--- config.mk ---
export PLATFORM = sky130hd
export DESIGN_NAME = alu_arbiter_flat
export DESIGN_NICKNAME = d
export VERILOG_FILES = /design/src/rtl/alu_arbiter_if.sv /design/src/rtl/alu_arbiter.sv /design/src/flat_wrapper.sv
export SDC_FILE = /design/constraint.sdc
export NUM_CORES = 1
export LEC_CHECK = 0
export BUFFER_PORTS_ARGS = -buffer_cell sky130_fd_sc_hd__buf_2
export CAP_MARGIN = 5
export CORE_AREA = 5 5 107 109
export DETAILED_ROUTE_END_ITERATION = 6
export DIE_AREA = 0 0 112 114
export PLACE_DENSITY = 0.88
export SETUP_SLACK_MARGIN = 0.1
export SLEW_MARGIN = 20
export SYNTH_ARGS = -nofsm -noshare
export SYNTH_HDL_FRONTEND = slang
export SYNTH_SLANG_ARGS = --single-unit
--- constraint.sdc ---
create_clock -name clk -period 2.55 [get_ports clk]
set_input_delay 0.51 -clock clk [delete_from_list [all_inputs] [get_ports clk]]
set_output_delay 0.51 -clock clk [all_outputs]
set_load 0.02 [all_outputs]
--- src/rtl/alu_arbiter_if.sv ---
// ----------------------------------------------------------------------------
// alu_arbiter_if
//
// Requester-facing bus of the ALU arbiter. Groups both request channels, both
// response handshakes and the shared response payload.
//
// Signals:
//   req0_valid/ready, req0_in1/in2/ctrl  requester 0 (main pipeline) operation
//   req1_valid/ready, req1_in1/in2/ctrl  requester 1 (address/branch unit)
//   rsp0_valid/ready, rsp1_valid/ready   per-requester response handshake
//   rsp_result, rsp_zero                 captured ALU result, shared by both
//
// Modports:
//   slave  - the arbiter side (accepts requests, produces responses)
//   master - the requester side (issues requests, consumes responses)
// ----------------------------------------------------------------------------
interface alu_arbiter_if #(
    parameter int unsigned DATA_WIDTH = 32,
    parameter int unsigned CTRL_WIDTH = 4
);
    logic                  req0_valid;
    logic                  req0_ready;
    logic [DATA_WIDTH-1:0] req0_in1;
    logic [DATA_WIDTH-1:0] req0_in2;
    logic [CTRL_WIDTH-1:0] req0_ctrl;

    logic                  req1_valid;
    logic                  req1_ready;
    logic [DATA_WIDTH-1:0] req1_in1;
    logic [DATA_WIDTH-1:0] req1_in2;
    logic [CTRL_WIDTH-1:0] req1_ctrl;

    logic                  rsp0_valid;
    logic                  rsp0_ready;
    logic                  rsp1_valid;
    logic                  rsp1_ready;
    logic [DATA_WIDTH-1:0] rsp_result;
    logic                  rsp_zero;

    modport slave (
        input  req0_valid, req0_in1, req0_in2, req0_ctrl,
        output req0_ready,
        input  req1_valid, req1_in1, req1_in2, req1_ctrl,
        output req1_ready,
        output rsp0_valid, rsp1_valid, rsp_result, rsp_zero,
        input  rsp0_ready, rsp1_ready
    );

    modport master (
        output req0_valid, req0_in1, req0_in2, req0_ctrl,
        input  req0_ready,
        output req1_valid, req1_in1, req1_in2, req1_ctrl,
        input  req1_ready,
        input  rsp0_valid, rsp1_valid, rsp_result, rsp_zero,
        output rsp0_ready, rsp1_ready
    );
endinterface

--- src/rtl/alu_arbiter.sv ---
// ----------------------------------------------------------------------------
// alu_arbiter
//
// Shares one combinational ALU between two requesters: the main pipeline (0)
// and the address/branch unit (1). One operation is accepted per transaction
// on a valid/ready handshake, its operands and control are registered towards
// the ALU, the ALU result is captured one cycle later and returned on the
// granted requester's response handshake.
//
// Operation flow: IDLE (accept) -> EXEC (ALU evaluates) -> RESP (hold result).
// Minimum three cycles per operation; RESP holds indefinitely under
// backpressure and no new request is accepted until it completes.
//
// Ports:
//   clk          rising-edge clock
//   reset        synchronous, active-high reset
//   bus          requester/response bus (alu_arbiter_if.slave)
//   busy         high whenever the FSM is not idle
//   alu_in1/2    registered ALU operands
//   alu_control  registered ALU control code (passed through unchecked)
//   alu_result   ALU result input
//   alu_zero     ALU zero flag input
//
// Configuration macro:
//   ROUND_ROBIN_EN  defined   - contention goes to the requester that was not
//                               granted last
//                   undefined - fixed priority, requester 0 always wins
// ----------------------------------------------------------------------------
module alu_arbiter #(
    parameter int unsigned DATA_WIDTH = 32,
    parameter int unsigned CTRL_WIDTH = 4
) (
    input  logic                  clk,
    input  logic                  reset,
    alu_arbiter_if.slave          bus,
    output logic                  busy,
    output logic [DATA_WIDTH-1:0] alu_in1,
    output logic [DATA_WIDTH-1:0] alu_in2,
    output logic [CTRL_WIDTH-1:0] alu_control,
    input  logic [DATA_WIDTH-1:0] alu_result,
    input  logic                  alu_zero
);

    typedef enum logic [1:0] {
        StIdle = 2'd0,
        StExec = 2'd1,
        StResp = 2'd2
    } state_e;

    state_e                state_q, state_d;
    logic [DATA_WIDTH-1:0] alu_in1_q, alu_in1_d;
    logic [DATA_WIDTH-1:0] alu_in2_q, alu_in2_d;
    logic [CTRL_WIDTH-1:0] alu_ctrl_q, alu_ctrl_d;
    logic [DATA_WIDTH-1:0] rsp_result_q, rsp_result_d;
    logic                  rsp_zero_q, rsp_zero_d;
    logic                  grant_id_q, grant_id_d;
    logic                  last_grant_q, last_grant_d;

    logic any_valid;
    logic grant;
    logic rsp_taken;

    // ------------------------------------------------------------------------
    // Grant selection (only meaningful while any request is valid)
    // ------------------------------------------------------------------------
    assign any_valid = bus.req0_valid | bus.req1_valid;

`ifdef ROUND_ROBIN_EN
    always_comb begin
        if (bus.req0_valid && bus.req1_valid) begin
            grant = ~last_grant_q;
        end else begin
            // Lone request always wins; picks 1 only when 0 is idle.
            grant = ~bus.req0_valid;
        end
    end
`else
    // Fixed priority: requester 0 wins whenever it is valid.
    assign grant = ~bus.req0_valid;

    // last_grant is kept up to date so both builds have identical state.
    logic unused_last_grant;
    assign unused_last_grant = last_grant_q;
`endif

    // Only the granted requester's ready matters in RESP.
    assign rsp_taken = grant_id_q ? bus.rsp1_ready : bus.rsp0_ready;

    // ------------------------------------------------------------------------
    // Next-state and outputs
    // ------------------------------------------------------------------------
    always_comb begin
        state_d        = state_q;
        alu_in1_d      = alu_in1_q;
        alu_in2_d      = alu_in2_q;
        alu_ctrl_d     = alu_ctrl_q;
        rsp_result_d   = rsp_result_q;
        rsp_zero_d     = rsp_zero_q;
        grant_id_d     = grant_id_q;
        last_grant_d   = last_grant_q;
        bus.req0_ready = 1'b0;
        bus.req1_ready = 1'b0;
        bus.rsp0_valid = 1'b0;
        bus.rsp1_valid = 1'b0;

        unique case (state_q)
            StIdle: begin
                if (any_valid) begin
                    bus.req0_ready = ~grant;
                    bus.req1_ready = grant;
                    alu_in1_d      = grant ? bus.req1_in1  : bus.req0_in1;
                    alu_in2_d      = grant ? bus.req1_in2  : bus.req0_in2;
                    alu_ctrl_d     = grant ? bus.req1_ctrl : bus.req0_ctrl;
                    grant_id_d     = grant;
                    last_grant_d   = grant;
                    state_d        = StExec;
                end
            end
            StExec: begin
                rsp_result_d = alu_result;
                rsp_zero_d   = alu_zero;
                state_d      = StResp;
            end
            StResp: begin
                bus.rsp0_valid = ~grant_id_q;
                bus.rsp1_valid = grant_id_q;
                if (rsp_taken) begin
                    state_d = StIdle;
                end
            end
            default: begin
                state_d = StIdle;
            end
        endcase
    end

    // ------------------------------------------------------------------------
    // State registers
    // ------------------------------------------------------------------------
    always_ff @(posedge clk) begin
        if (reset) begin
            state_q      <= StIdle;
            alu_in1_q    <= '0;
            alu_in2_q    <= '0;
            alu_ctrl_q   <= '0;
            rsp_result_q <= '0;
            rsp_zero_q   <= 1'b0;
            grant_id_q   <= 1'b0;
            // Starts at 1 so requester 0 wins the first contention.
            last_grant_q <= 1'b1;
        end else begin
            state_q      <= state_d;
            alu_in1_q    <= alu_in1_d;
            alu_in2_q    <= alu_in2_d;
            alu_ctrl_q   <= alu_ctrl_d;
            rsp_result_q <= rsp_result_d;
            rsp_zero_q   <= rsp_zero_d;
            grant_id_q   <= grant_id_d;
            last_grant_q <= last_grant_d;
        end
    end

    assign busy           = (state_q != StIdle);
    assign alu_in1        = alu_in1_q;
    assign alu_in2        = alu_in2_q;
    assign alu_control    = alu_ctrl_q;
    assign bus.rsp_result = rsp_result_q;
    assign bus.rsp_zero   = rsp_zero_q;

endmodule

--- src/flat_wrapper.sv ---
// flat-port wrapper written by rule: the top's interface ports become plain ports
module alu_arbiter_flat 
#(
    parameter int unsigned DATA_WIDTH = 32,
    parameter int unsigned CTRL_WIDTH = 4
)
  (clk, reset, busy, alu_in1, alu_in2, alu_control, alu_result, alu_zero, bus_req0_valid, bus_req0_in1, bus_req0_in2, bus_req0_ctrl, bus_req0_ready, bus_req1_valid, bus_req1_in1, bus_req1_in2, bus_req1_ctrl, bus_req1_ready, bus_rsp0_valid, bus_rsp1_valid, bus_rsp_result, bus_rsp_zero, bus_rsp0_ready, bus_rsp1_ready);
  alu_arbiter_if #(.DATA_WIDTH(DATA_WIDTH), .CTRL_WIDTH(CTRL_WIDTH)) bus_i ();
  input  logic clk;
  input  logic reset;
  output logic busy;
  output logic [DATA_WIDTH-1:0] alu_in1;
  output logic [DATA_WIDTH-1:0] alu_in2;
  output logic [CTRL_WIDTH-1:0] alu_control;
  input  logic [DATA_WIDTH-1:0] alu_result;
  input  logic alu_zero;
  input wire logic [$bits(bus_i.req0_valid)-1:0] bus_req0_valid;
  input wire logic [$bits(bus_i.req0_in1)-1:0] bus_req0_in1;
  input wire logic [$bits(bus_i.req0_in2)-1:0] bus_req0_in2;
  input wire logic [$bits(bus_i.req0_ctrl)-1:0] bus_req0_ctrl;
  output wire logic [$bits(bus_i.req0_ready)-1:0] bus_req0_ready;
  input wire logic [$bits(bus_i.req1_valid)-1:0] bus_req1_valid;
  input wire logic [$bits(bus_i.req1_in1)-1:0] bus_req1_in1;
  input wire logic [$bits(bus_i.req1_in2)-1:0] bus_req1_in2;
  input wire logic [$bits(bus_i.req1_ctrl)-1:0] bus_req1_ctrl;
  output wire logic [$bits(bus_i.req1_ready)-1:0] bus_req1_ready;
  output wire logic [$bits(bus_i.rsp0_valid)-1:0] bus_rsp0_valid;
  output wire logic [$bits(bus_i.rsp1_valid)-1:0] bus_rsp1_valid;
  output wire logic [$bits(bus_i.rsp_result)-1:0] bus_rsp_result;
  output wire logic [$bits(bus_i.rsp_zero)-1:0] bus_rsp_zero;
  input wire logic [$bits(bus_i.rsp0_ready)-1:0] bus_rsp0_ready;
  input wire logic [$bits(bus_i.rsp1_ready)-1:0] bus_rsp1_ready;
  assign bus_i.req0_valid = bus_req0_valid;
  assign bus_i.req0_in1 = bus_req0_in1;
  assign bus_i.req0_in2 = bus_req0_in2;
  assign bus_i.req0_ctrl = bus_req0_ctrl;
  assign bus_req0_ready = bus_i.req0_ready;
  assign bus_i.req1_valid = bus_req1_valid;
  assign bus_i.req1_in1 = bus_req1_in1;
  assign bus_i.req1_in2 = bus_req1_in2;
  assign bus_i.req1_ctrl = bus_req1_ctrl;
  assign bus_req1_ready = bus_i.req1_ready;
  assign bus_rsp0_valid = bus_i.rsp0_valid;
  assign bus_rsp1_valid = bus_i.rsp1_valid;
  assign bus_rsp_result = bus_i.rsp_result;
  assign bus_rsp_zero = bus_i.rsp_zero;
  assign bus_i.rsp0_ready = bus_rsp0_ready;
  assign bus_i.rsp1_ready = bus_rsp1_ready;
  alu_arbiter #(.DATA_WIDTH(DATA_WIDTH), .CTRL_WIDTH(CTRL_WIDTH)) u_core (.clk(clk), .reset(reset), .bus(bus_i), .busy(busy), .alu_in1(alu_in1), .alu_in2(alu_in2), .alu_control(alu_control), .alu_result(alu_result), .alu_zero(alu_zero));
endmodule
== Word-level counts from Yosys, hierarchy flattened ==
Index checks and enable logic that the tools add are counted.
Widths: inputs -> output; s select.

* Equality and inequality tests: 4
* Multiplexer cells: 13
* Bitwise logic cells: 3
* Reduce and logical (&&, ||, !) cells: 4

{| class="wikitable"
|+ Operator list
! operator !! number
|-
| $mux 32 || 2
|-
| $mux 1 || 7
|-
| $pmux 2 s3 || 1
|-
| $mux 2 || 2
|-
| $mux 4 || 1
|-
| $ne 2x1->1 const B || 2
|-
| $reduce_and 2->1 || 2
|-
| $eq 2x1->1 const B || 1
|-
| $eq 2x2->1 const B || 1
|-
| $logic_not 2->1 || 1
|-
| $not 1->1 || 2
|-
| $reduce_bool 2->1 || 1
|-
| $or 1x1->1 || 1
|}

* Register bits after elaboration: 104
* Input bits: 175

== Longest topological paths before layout ==
Gate-level depths: netlist of run 1.

* Depth in word-level cells: 3
* Gate-level depth with buffers: 8
* Gate-level depth less buffers: 3

== Worst setup path after synthesis of run 1 ==
Ideal clock, no wire load.

* Kind: input to output
* Start point: in bus_req0_valid
* End point: out bus_req0_ready
* Arrival: 1.378 ns
* Slack: 0.662 ns
* Stages on the path: 3
* Cell sequence: buf_2 -> buf_1 -> and2_1

* Cells in the longest elaborated chain, start to end: 3

{| class="wikitable"
|+ Ends and longest elaborated chain
! what !! RTL line !! source
|-
| start, declared || flat_wrapper.sv:17 || <nowiki>input wire logic [$bits(bus_i.req0_valid)-1:0] bus_req0_valid;</nowiki>
|-
| $or 1x1->1 || alu_arbiter.sv:66 || <nowiki>assign any_valid = bus.req0_valid | bus.req1_valid;</nowiki>
|-
| $mux 1 * || alu_arbiter.sv:108 || <nowiki>if (any_valid) begin</nowiki>
|-
| $mux 1 * || alu_arbiter.sv:106 || <nowiki>unique case (state_q)</nowiki>
|-
| end, declared || flat_wrapper.sv:21 || <nowiki>output wire logic [$bits(bus_i.req0_ready)-1:0] bus_req0_ready;</nowiki>
|}

Mark *: on every way between the ends. The rest lies on a longest branch, timed or not.

== Worst setup path after layout of run 1 ==
* Start point: reg u_core.state_q[1]
* End point: out busy

* Cells in the longest elaborated chain, start to end: 1

{| class="wikitable"
|+ Ends and longest elaborated chain
! what !! RTL line !! source
|-
| start, declared || alu_arbiter.sv:50 || <nowiki>state_e state_q, state_d;</nowiki>
|-
| start signal, assigned || alu_arbiter.sv:142 || <nowiki>state_q <= StIdle;</nowiki>
|-
| start signal, assigned || alu_arbiter.sv:152 || <nowiki>state_q <= state_d;</nowiki>
|-
| $reduce_bool 2->1 || alu_arbiter.sv:163 || <nowiki>assign busy = (state_q != StIdle);</nowiki>
|-
| end, declared || flat_wrapper.sv:11 || <nowiki>output logic busy;</nowiki>
|}

No other way between the ends.

==> results.md, run 1 <==
- The run finished with clean final reports.
- The total count of hold-check failures in the final report was 0.
- The top cell types in the final layout, fill and taps aside, are sky130_fd_sc_hd__buf_2 (278), sky130_fd_sc_hd__dfxtp_1 (104), sky130_fd_sc_hd__a21oi_1 (103), sky130_fd_sc_hd__mux2i_1 (69), sky130_fd_sc_hd__nand2_1 (67).
- The detailed-route wire length is 13,100 um.
- In this run the static leakage power is 2.97 nW.
- The largest net degree at the start of global routing is between 70 and 80.
- The internal power contribution is approximately 2.6 mW.
- The first global-routing pass estimated 20,500 um of wire.
- The total global routing overflow is 0.
- The via-per-instance ratio is 5.05.
- The remaining number of nets flagged by the antenna check after routing is 0.
- The end-of-flow core utilization is 57.6%.
- The part of the power in the clock network is 24.3%.
- The synthesis-to-finish area growth is 37.8%.
- The number of nets in the finished design is 899.
- The level count of the clock H-tree is 3.
- Summing over every cut layer, the via total after detailed routing is 4,392.
- The post-CTS repair timing setup buffer count is 0.
- For this design the ratio of total power to cell area is ~650 nW/um^2.
- The peak ir drop on the vdd network is 0.353 mV.
- The average wire per cell in the routed design is 15.1 um.
- The number of gates resized after CTS was 0.
- The minimum clock period is 2150 ps.
- After clock tree synthesis, the clock-pin slew on the worst setup and hold paths is 100 ps.
- The worst hold path belongs to the class in -> reg.
- Setup violations remaining at the end of the flow were counted as 0.
- The amount of wire on met3 after detailed routing is 1180 um.
- The sequential power share is between 40% and 50%.
- STA classifies the critical path startpoint as a register.
- The aggregate negative setup slack is 0 ps.
- At the pin with the least slew margin, the transition time is 717 ps.
- The fraction of layout cells with a size suffix above 1 is 43.6%.
- Summing every instance area after synthesis gives between 4000 and 5000 um^2.
- The via count of the first global-routing pass is 4,225.
- The top metal layer carrying routed signals is met4.
- The vertical die dimension is between 100 and 150 um.
- Before antenna repair, the detailed router went through 5 iterations.
- The setup skew after layout is 10.4 ps.
- The element type at the critical path end is a primary output.
- The share of Yosys cell area claimed by the top area cell type is 47.4%.
- The die covers 12,800 um^2.
- The analysis attributes to net switching a power of 1.32 mW.
- The number of buffers added by the clock tree synthesis step is 9.
- After floorplanning, the core was sized to cover 10,500 um^2.
- The initial antenna violation count is 0.
- sky130_fd_sc_hd__dfxtp_1 takes more of the synthesized area than any other cell.
- In this run, the number of DRC markers left after iteration 0 of detailed routing was 318.
- The floorplan row count is 38.
- The worst path uses between 80% and 90% of the clock period.
- The number of buffers on the longest clock path is 2.
- The count of buffers inserted at the top-level ports is 280.
- The endpoint arrival time on the critical path is 1640 ps.
- The count of pins over their slew limit is 0.
- After detailed routing, the wire length on met1 is 5380 um.
- The global placement routability congestion is 0.814.
- The combinational share of power is 27.8%.
- The gate count of the mapped netlist is 475.
- The share of total power consumed by net switching is 33.5%.
- The data required time at the worst endpoint is 2040 ps.
- Based on the critical path, the design can be clocked at up to 0.465 GHz.
- In this run the tightest slew margin relative to its limit is a little over half.
- The effective utilization at floorplan is between 40% and 50%.
- By area the synthesized netlist is led by sky130_fd_sc_hd__dfxtp_1 (47%), sky130_fd_sc_hd__mux2i_1 (16%), sky130_fd_sc_hd__a21oi_1 (12%).
- The share of the Yosys chip area taken by registers is 47.4%.
- The total of warnings raised by yosys is 0.
- The total of flip-flops plus latches after synthesis is approximately 100.
- The horizontal die dimension is approximately 110 um.
- The clock latency on the worst-skew pair is about 360 ps.
- During I/O placement, the number of pins put on the boundary was 281.
- The sink count of the clock tree is 104.
- The highest fanout seen on the critical path is 41.
- When the netlist entered floorplanning its net count stood at 650.
- The total routing resource utilization after global routing is between 10% and 20%.
- The most common library cell in the layout ignoring fill and taps is sky130_fd_sc_hd__buf_2.
- The number of different library cells in the post-synthesis netlist is 20.
- The sum of net half-perimeters after detailed placement is 9840 um.
- The number of antenna diodes in the final layout is 0.
- The tree is rooted in a sky130_fd_sc_hd__clkbuf_8.
- The post-synthesis average cell area is around 9.3 um^2.
- Setup repair after global routing left no endpoint under its margin.
- The setup path with the least slack is of type reg -> out.
- Buffers inserted to repair hold after CTS numbered 0.
- TritonCTS built the clock tree.
- The length of routed met2 wiring is 6310 um.
- The number of max-cap violations is 0.
- The residual DRC count is 0.
==> area by class of cell <==
| type | count | area (um^2) |
|---|---|---|
| clock buffers | 11 | 141 |
| clock inverters | 5 | 38.8 |
| fillers | 969 | 4450 |
| inverters | 1 | 3.75 |
| multi-input cells | 319 | 2100 |
| flip-flops and latches | 104 | 2080 |
| well taps | 140 | 175 |
| repair buffers | 289 | 1510 |
==> worst paths after layout <==
| check | start | endpoint | slack, ps | depth (start not counted) |
|---|---|---|---|---|
| max | u_core.state_q[1]$_SDFFE_PP0P_ | busy | 400 | 4 |
| max reg2reg | u_core.state_q[1]$_SDFFE_PP0P_ | u_core.alu_in2[4]$_SDFFE_PP0P_ | 740 | 4 |
| min reg2reg | u_core.bus.rsp_result[18]$_SDFFE_PP0N_ | u_core.bus.rsp_result[18]$_SDFFE_PP0N_ | 460 | 2 |
| min | alu_result[2] | u_core.bus.rsp_result[2]$_SDFFE_PP0N_ | 380 | 3 |
==> per-stage QoR <==
step	instances	cell area (um^2)	power, mW	setup WS (ps)	hold WS [ps]
2_1_floorplan	475	4400	2.61	662	501
3_3_place_gp	853	5880	3.00	622	439
6_report	869	6060	3.94	397	382
3_5_place_dp	853	5880	3.03	549	444
5_1_grt	869	6060	4.16	284	359
4_1_cts	869	6060	3.98	385	357
==> sequential cells by signal (all words and copies together) (netlist names) <==
signal / count
u_core.grant_id_q: 1
u_core.alu_in2: 32
u_core.alu_in1: 32
u_core.bus.rsp_zero: 1
u_core.bus.rsp_result: 32
u_core.alu_control: 4
u_core.state_q: 2
==> power by group through the flow <==
stage	Sequential [mW]	Combinational, mW	Clock, mW
finish	1.89	1.10	0.956
global route	1.91	1.20	1.05
CTS	1.89	1.11	0.993
detailed placement	1.92	1.11	0
global placement	1.92	1.09	0
floorplan	2.12	0.482	0
==> worst max-delay path: stages, from the launching register on <==
cell	delay (ps)
sky130_fd_sc_hd__dfxtp_1	380
sky130_fd_sc_hd__nor2_4	250
sky130_fd_sc_hd__buf_4	420
sky130_fd_sc_hd__inv_1	70
sky130_fd_sc_hd__buf_2	170
==> synth_stat cells <==
cell,instances
sky130_fd_sc_hd__a21oi_1,103
sky130_fd_sc_hd__mux2i_1,69
sky130_fd_sc_hd__or2_1,1
sky130_fd_sc_hd__and2_1,2
sky130_fd_sc_hd__a211oi_1,58
sky130_fd_sc_hd__and3b_1,1
sky130_fd_sc_hd__buf_6,2
sky130_fd_sc_hd__nand3b_1,1
sky130_fd_sc_hd__nor3_1,1
sky130_fd_sc_hd__inv_1,1
sky130_fd_sc_hd__clkbuf_1,34
sky130_fd_sc_hd__nor2_1,2
sky130_fd_sc_hd__dfxtp_1,104
sky130_fd_sc_hd__nor2b_1,2
sky130_fd_sc_hd__nand2b_1,1
sky130_fd_sc_hd__buf_1,6
sky130_fd_sc_hd__a211oi_2,10
sky130_fd_sc_hd__buf_2,9
sky130_fd_sc_hd__nor3b_1,1
sky130_fd_sc_hd__nand2_1,67
==> kinds of logic after synthesis <==
kind of cell | after synthesis | synth area share, %
mux | 69 | 15.7
flops | 104 | 47.4
simple gates | 79 | 7.40
buf+inv | 52 | 5.04
compound gates | 171 | 24.5
==> metal layers <==
layer | GRT usage [%] | vias up
met2 | 33.1 | 207
met5 | 0 | -
met4 | 6.09 | 0
met1 | 24.1 | 1959
met3 | 4.88 | 20
li1 | - | 2206
Power figures use the tool's default switching activity.
==> run 2, diff against run 1 <==
--- a/config.mk
+++ b/config.mk
@@ -7,10 +7,10 @@
 export LEC_CHECK = 0
 export BUFFER_PORTS_ARGS = -buffer_cell sky130_fd_sc_hd__buf_2
 export CAP_MARGIN = 5
-export CORE_AREA = 5 5 107 109
+export CORE_MARGIN = 5
+export CORE_UTILIZATION = 38
 export DETAILED_ROUTE_END_ITERATION = 6
-export DIE_AREA = 0 0 112 114
-export PLACE_DENSITY = 0.88
+export PLACE_DENSITY = 0.83
 export SETUP_SLACK_MARGIN = 0.1
 export SLEW_MARGIN = 20
 export SYNTH_ARGS = -nofsm -noshare
==> constraint.sdc (replaced) <==
create_clock -name clk -period 1.9 [get_ports clk]
set_input_delay 0.38 -clock clk [delete_from_list [all_inputs] [get_ports clk]]
set_output_delay 0.38 -clock clk [all_outputs]
set_load 0.02 [all_outputs]
==> run 2 against run 1 <==
  * Design area up 3.8%
  * Via count up 0.14%
  * Combinational power up 38%
  * Core utilization fell by 2.3 points
  * Clock skew decreased by 5.3 ps
  * Power up 53%
  * Flip-flop and latch count unchanged
  * Largest cell class unchanged
==> results.md, run 2 (synthesis results as in run 1) <==
- The setup skew after layout is 5.07 ps.
- Counting along the longest clock path gives a buffer depth of 2.
- The clock net in this run drives a total of 104 sinks.
- The final-report setup violation count is 0.
- In this run the core area contains 39 standard-cell rows.
- The repair_antennas step left the layout with diodes totalling 0.
- The remaining number of nets flagged by the antenna check after routing is 0.
- The detailed-route wire length is 13,400 um.
- The highest fanout seen on the critical path is 6.
- The cts-stage hold buffer count is 0.
- The via count of the first global-routing pass is 4,419.
- The flow ran to the end, and the final reports show no timing, DRC or antenna violations.
- The initial antenna violation count is 0.
- The die is ~120 um tall.
- The total count of hold-check failures in the final report came to 0.
- The worst setup path category is reg -> out.
- The library cell used most frequently in the layout, excluding fill and tap cells, is sky130_fd_sc_hd__buf_2.
- The average wire per cell in the routed design is 15.2 um.
- The count of buffers added on input and output ports is 280.
- Across the whole layout, storage elements account for 2080 um^2.
- Global routing consumed, over all layers together, 18.4% of the routing resources.
- The data required time at the worst endpoint is 1520 ps.
- Max-cap violations in this run came to 0.
- The clock-pin slew of the registers on the worst-case setup and hold paths is 70 ps.
- The end-of-flow core utilization is 55.3%.
- Setup repair after global routing left no endpoint under its margin.
- In this run the static leakage power is about 3 nW.
- The number of primary I/O pins is 281.
- The residual DRC count is 0.
- The power density over cell area is 958 nW/um^2.
- The sum of net half-perimeters after detailed placement is 10,100 um.
- The worst pin sits at a relative slew slack of 70.2%.
- The initial utilization of the core area, before any placement, comes to 38.7%.
- The area growth from synthesis to layout is 43.0%.
- The die covers 13,800 um^2.
- The number of violations reported at the end of detailed-routing iteration 0 is between 200 and 250.
- The die is around 120 um wide.
- After global routing the overflow that remains totals 0.
- The largest net degree at the start of global routing is 57.
- The startpoint kind of the worst setup timing path is a register.
- Using the TritonRoute via totals, the vias-per-cell ratio works out to 5.00.
- Post-CTS repair changed the size of 0 cells.
- The CTS tree is yes.
- VDD sags by at most 0.595 mV.
- The number of nets in the finished design is 907.
- The final-layout fill cell count is 1,071.
- In the finished design, the share of the clock period the worst path needs comes to about 84%.
- Timing would allow up to 0.627 GHz.
- At the later pin of the worst-skew pair, clock insertion delay measures 330 ps.
- The area of the multi-input gates is 2100 um^2.
- The root buffer cell is sky130_fd_sc_hd__clkbuf_16.
- The count of pins over their slew limit is 0.
- In this run the standard cell core region covers 11,400 um^2.
- The fraction of layout cells with a size suffix above 1 is about 44%.
- The minimum clock period is around 1600 ps.
- The worst setup path is captured at a primary output.
- The cell count after placement is 861.
- The global placement routability congestion is 0.739.
- The number of setup buffers added after CTS is 3.
- The H-tree was split into 3 levels.
- In the layout the commonest cells are sky130_fd_sc_hd__buf_2 (278), sky130_fd_sc_hd__dfxtp_1 (104), sky130_fd_sc_hd__a21oi_1 (103), sky130_fd_sc_hd__mux2i_1 (69), sky130_fd_sc_hd__nand2_1 (67).
- Adding up every negative setup slack in the final design gives 0 ps.
- The worst hold path belongs to the class in -> reg.
- TritonCTS created 9 clock buffers.
- The via total after detailed routing is between 4k and 5k.
- The count of non-filler cells in the finished layout is 880.
- The wire length of the first global-routing pass is 21,600 um.
- The endpoint arrival time on the critical path is 1220 ps.
- At the pin with the least slew margin, the transition time is 447 ps.
- The final total power is ~6 mW.
- The iteration count of the initial detailed-routing pass is 4.
## run 2: area by class of cell
cell class	count	area share, %
multi-input cells	319	33.5
flip-flops and latches	104	33.1
repair buffers	297	25.4
clock buffers	11	3.86
well taps	143	2.85
clock inverters	5	1.27
inverters	1	0.0597
## run 2: power breakdown
group / switching, mW / leakage [nW] / internal, mW
logic: 0.909 / 2.07 / 0.610
clock network: 0.783 / 0.152 / 1.19
registers: 0.121 / 0.860 / 2.41
total: 1.81 / 3.08 / 4.21
## run 2: routing by layer
metal	up-vias	share of wire [%]	global-route usage, %
li1	2220	-	-
met1	1980	40	22.0
met2	188	50	32.9
met3	10	8.6	4.61
met4	0	0.84	4.44
met5	-	0	0
## run 2: final timing paths
kind,slack [ps],start,depth (start not counted),to
max reg2reg,420,u_core.state_q[0]$_SDFFE_PP0P_,5,u_core.alu_in1[4]$_SDFFE_PP0P_
min reg2reg,450,u_core.bus.rsp_result[28]$_SDFFE_PP0N_,2,u_core.bus.rsp_result[28]$_SDFFE_PP0N_
min,280,alu_result[0],3,u_core.bus.rsp_result[0]$_SDFFE_PP0N_
max,300,u_core.state_q[0]$_SDFFE_PP0P_,3,bus_req0_ready
## run 2: critical path, stage by stage (launching register included)
cell and delay, ps:
sky130_fd_sc_hd__dfxtp_1 370, sky130_fd_sc_hd__nor2_4 190, sky130_fd_sc_hd__and2_1 170, sky130_fd_sc_hd__buf_2 170
## run 2: per-stage QoR
step	cell area, um^2	hold WS [ps]	setup WS (ps)
6_report	6290	283	304
5_1_grt	6290	287	220
4_1_cts	6290	268	276
3_5_place_dp	5940	443	260
3_3_place_gp	5940	438	312
2_1_floorplan	4400	501	206
==> run 3, diff against run 2 <==
--- a/config.mk
+++ b/config.mk
@@ -8,9 +8,9 @@
 export BUFFER_PORTS_ARGS = -buffer_cell sky130_fd_sc_hd__buf_2
 export CAP_MARGIN = 5
 export CORE_MARGIN = 5
-export CORE_UTILIZATION = 38
+export CORE_UTILIZATION = 43
 export DETAILED_ROUTE_END_ITERATION = 6
-export PLACE_DENSITY = 0.83
+export PLACE_DENSITY = 0.88
 export SETUP_SLACK_MARGIN = 0.1
 export SLEW_MARGIN = 20
 export SYNTH_ARGS = -nofsm -noshare
==> constraint.sdc (replaced) <==
create_clock -name clk -period 1.65 [get_ports clk]
set_input_delay 0.33 -clock clk [delete_from_list [all_inputs] [get_ports clk]]
set_output_delay 0.33 -clock clk [all_outputs]
set_load 0.02 [all_outputs]
==> run 3 against run 2 <==
  * Design area down 1.3%
  * Sequential power up 15%
  * Power up 1.8%
  * Combinational power up 19%
  * Clock power down 28%
  * Largest power group unchanged
==> results.md, run 3 (synthesis results as in run 1) <==
- STA puts the critical path data required time at between 1000 and 1500 ps.
- Summed over all nets, the switching power comes to 2.02 mW.
- Summed over all cells, the static leakage comes to between 3 and 4 nW.
- Setup repair after global routing could not meet its margin everywhere.
- The finished layout holds 874 standard cells, fillers aside.
- Measured in cells, the most critical reg-to-reg path has a length of 5.
- The internal power contribution is 4.11 mW.
- The sequential power share is 47.5%.
- In the final timing run, aggregate negative setup slack is 0 ps.
- After detailed routing, the number of remaining DRC violations is 0.
- The worst-margin pin slew is around 400 ps.
- Along the worst path, the maximum fanout reaches 5.
- The element type at the critical path end is a primary output.
- In this run the tool buffered the top-level ports with 280 buffer cells.
- The cell class contributing the biggest share of worst-path delay is flip-flops.
- At the end of routability-driven placement, the weighted congestion stood at 0.870.
- The worst path meets setup with 93.8 ps of slack.
- After the last flow step, the layout net total stands at 908.
- The critical hold path startpoint is alu_result[13].
- In this run the number of cells on the critical path is 4.
- Leaving out fill and tap cells, the most frequent cells in the layout are sky130_fd_sc_hd__buf_2 (275), sky130_fd_sc_hd__a21oi_1 (103), sky130_fd_sc_hd__dfxtp_1 (102), sky130_fd_sc_hd__mux2i_1 (69), sky130_fd_sc_hd__nand2_1 (67).
- The flop-to-flop setup slack is 230 ps.
- The routed layout has 4,423 vias.
- The number of primary I/O pins is 281.
- The clock-pin slew of the registers on the worst-case setup and hold paths is 90 ps.
- In the finished design, the share of the clock period the worst path needs comes to 94.3%.
- Setup violations remaining at the end of the flow were counted as 0.
- The combinational share of power is between 20 and 30%.
- The initial utilization of the core area, before any placement, comes to 43.4%.
- The worst setup path category is reg -> out.
- Measured along the y axis, the die boundary spans 111 um.
- The floorplan row count is 37.
- The most common library cell in the layout ignoring fill and taps is sky130_fd_sc_hd__buf_2.
- The filler cells instantiated in the layout total 890.
- In this run the clock root is driven by a sky130_fd_sc_hd__clkbuf_8.
- In this run the critical register-to-register path is captured at u_core.alu_in1[20]$_SDFFE_PP0P_.
- Across the run, the number of max-cap violations was 0.
- Net switching is 32.9% of the power.
- The worst register-to-register path begins at u_core.state_q[1]$_SDFFE_PP0P_.
- The minimum clock period is roughly 1600 ps.
- Among all stages on the critical path, the largest delay is contributed by sky130_fd_sc_hd__dfxtp_4.
- The initial antenna violation count came to 0.
- The final total power is 6.13 mW.
- The total count of hold-check failures in the final report is 0.
- Compared with the post-synthesis result, the final layout area differs by 41.2%.
- The via count of the first global-routing pass is roughly 4.4k.
- The number of buffers added by the clock tree synthesis step is 9.
- On the worst path, the slowest cell contributes a delay of 380 ps.
- The average wire per cell in the routed design is roughly 15 um.
- Timing would allow up to approximately 0.64 GHz.
- The core region is a little over 10,000 um^2.
- The total buffers and inverters traversed by the critical path is 1.
- The cell count of the worst hold path is 3.
- The classification of the worst-slack hold path is in -> reg.
- The wire length of the first global-routing pass is 21,100 um.
- The repair_antennas step left the layout with diodes totalling 0.
- Counting every sink on the clock net gives 104.
- STA classifies the critical path startpoint as a register.
- Counting tap cells, the placed design contains a total of 852 instances.
- The flow ran to the end, and the final reports show no timing, DRC or antenna violations.
- The largest net degree at the start of global routing is ~70.
- The power density over cell area is 988 nW/um^2.
- Of the total power, the clock network draws 23.1%.
- In this run the tightest slew margin relative to its limit is about three quarters.
- The total routing resource utilization after global routing is 20.3%.
- The signal on the critical path passes through nor2_4 > nand2_1 > nor2_1 > buf_4.
- Using the TritonRoute via totals, the vias-per-cell ratio works out to 5.06.
- The worst setup timing slack at the placement stage is 65.3 ps.
- Summing all non-filler instances in the final layout gives an area of 6210 um^2.
- The clock latency on the worst-skew pair is around 350 ps.
- The detailed-route wire length is 13,300 um.
- The horizontal die dimension is 111 um.
- The path with the worst hold slack has its endpoint at u_core.bus.rsp_result[13]$_SDFFE_PP0N_.
- In this run the remaining antenna-violating nets after routing total 0.
- In the final layout, the share of cells above drive strength 1 is between 40 and 50%.
- In this run the deepest clock path goes through 2 buffers.
- For this block, the initial DRC count from the detailed router was around 300.
- The setup skew after layout is 6.92 ps.
- The total global routing overflow is 0.
- The die covers 12,300 um^2.
- Once detailed placement completed, the half-perimeter wirelength came to 9800 um.
- The count of pins over their slew limit came to 0.
- The level count of the clock H-tree is 3.
- STA puts the critical path data arrival time at ~1200 ps.
- The first detailed-routing pass took 4 iterations.
- The worst-case IR drop observed on VDD is 0.507 mV.
- The CTS tree is yes.
- The cell area after placement is 5930 um^2.
==> run 3: through the flow <==
step | hold slack (ps) | util [%]
finish | 206 | 61.2
global route | 193 | 61.2
floorplan | 466 | -
CTS | 191 | 60.8
global placement | 440 | 58.5
detailed placement | 444 | 58.5
==> run 3: worst max path at each step <==
stage	slack [ps]	endpoint	from
final	90	bus_req1_ready	u_core.state_q[1]$_SDFFE_PP0P_
after detailed placement	70	u_core.alu_in1[20]$_SDFFE_PP0P_	bus_req0_valid
after CTS	70	bus_req1_ready	u_core.state_q[0]$_SDFFE_PP0P_
after global routing	-4	bus_req1_ready	u_core.state_q[1]$_SDFFE_PP0P_
after global placement	130	u_core.alu_in1[28]$_SDFFE_PP0P_	bus_req0_valid
after floorplan	80	u_core.alu_control[0]$_SDFFE_PP0P_	bus_req0_valid
==> run 3: power groups by stage <==
stage	Sequential, mW	Clock, mW	Combinational, mW
after floorplan	3.28	0	0.751
after global placement	2.96	0	1.71
after detailed placement	2.96	0	1.74
after CTS	2.91	1.47	1.79
after global routing	2.95	1.56	1.96
final	2.91	1.42	1.81
==> run 3: what timing repair did <==
item,CTS,global route
setup buffers,2,3
pin swaps,1,1
setup endpoints to repair,4,27
hold buffers,0,0
resized for setup,5,8
cloned,1,0
==> run 3: layout make-up <==
class | count | area [um^2] | share of cell area (%)
multi-input combinational | 319 | 2110 | 33.9
sequential | 104 | 2090 | 33.6
timing repair buffer | 298 | 1660 | 26.8
tap | 136 | 170 | 2.74
clock buffer | 11 | 141 | 2.28
clock inverter | 5 | 32.5 | 0.524
inverter | 1 | 6.26 | 0.101
==> run 3: tightest hold or removal path: stages <==
cell	delay (ps)
sky130_fd_sc_hd__buf_2	90
sky130_fd_sc_hd__nand2_1	40
sky130_fd_sc_hd__a21oi_1	50
==> run 3: routing by layer <==
layer  vias to the layer above  GRT usage (%)  wire length [um]
met1                      1984           24.6              5470
li1                       2218              -                 -
met4                         0           5.27               267
met2                       199           35.4              6480
met5                         -              0                 0
met3                        22           5.90              1100
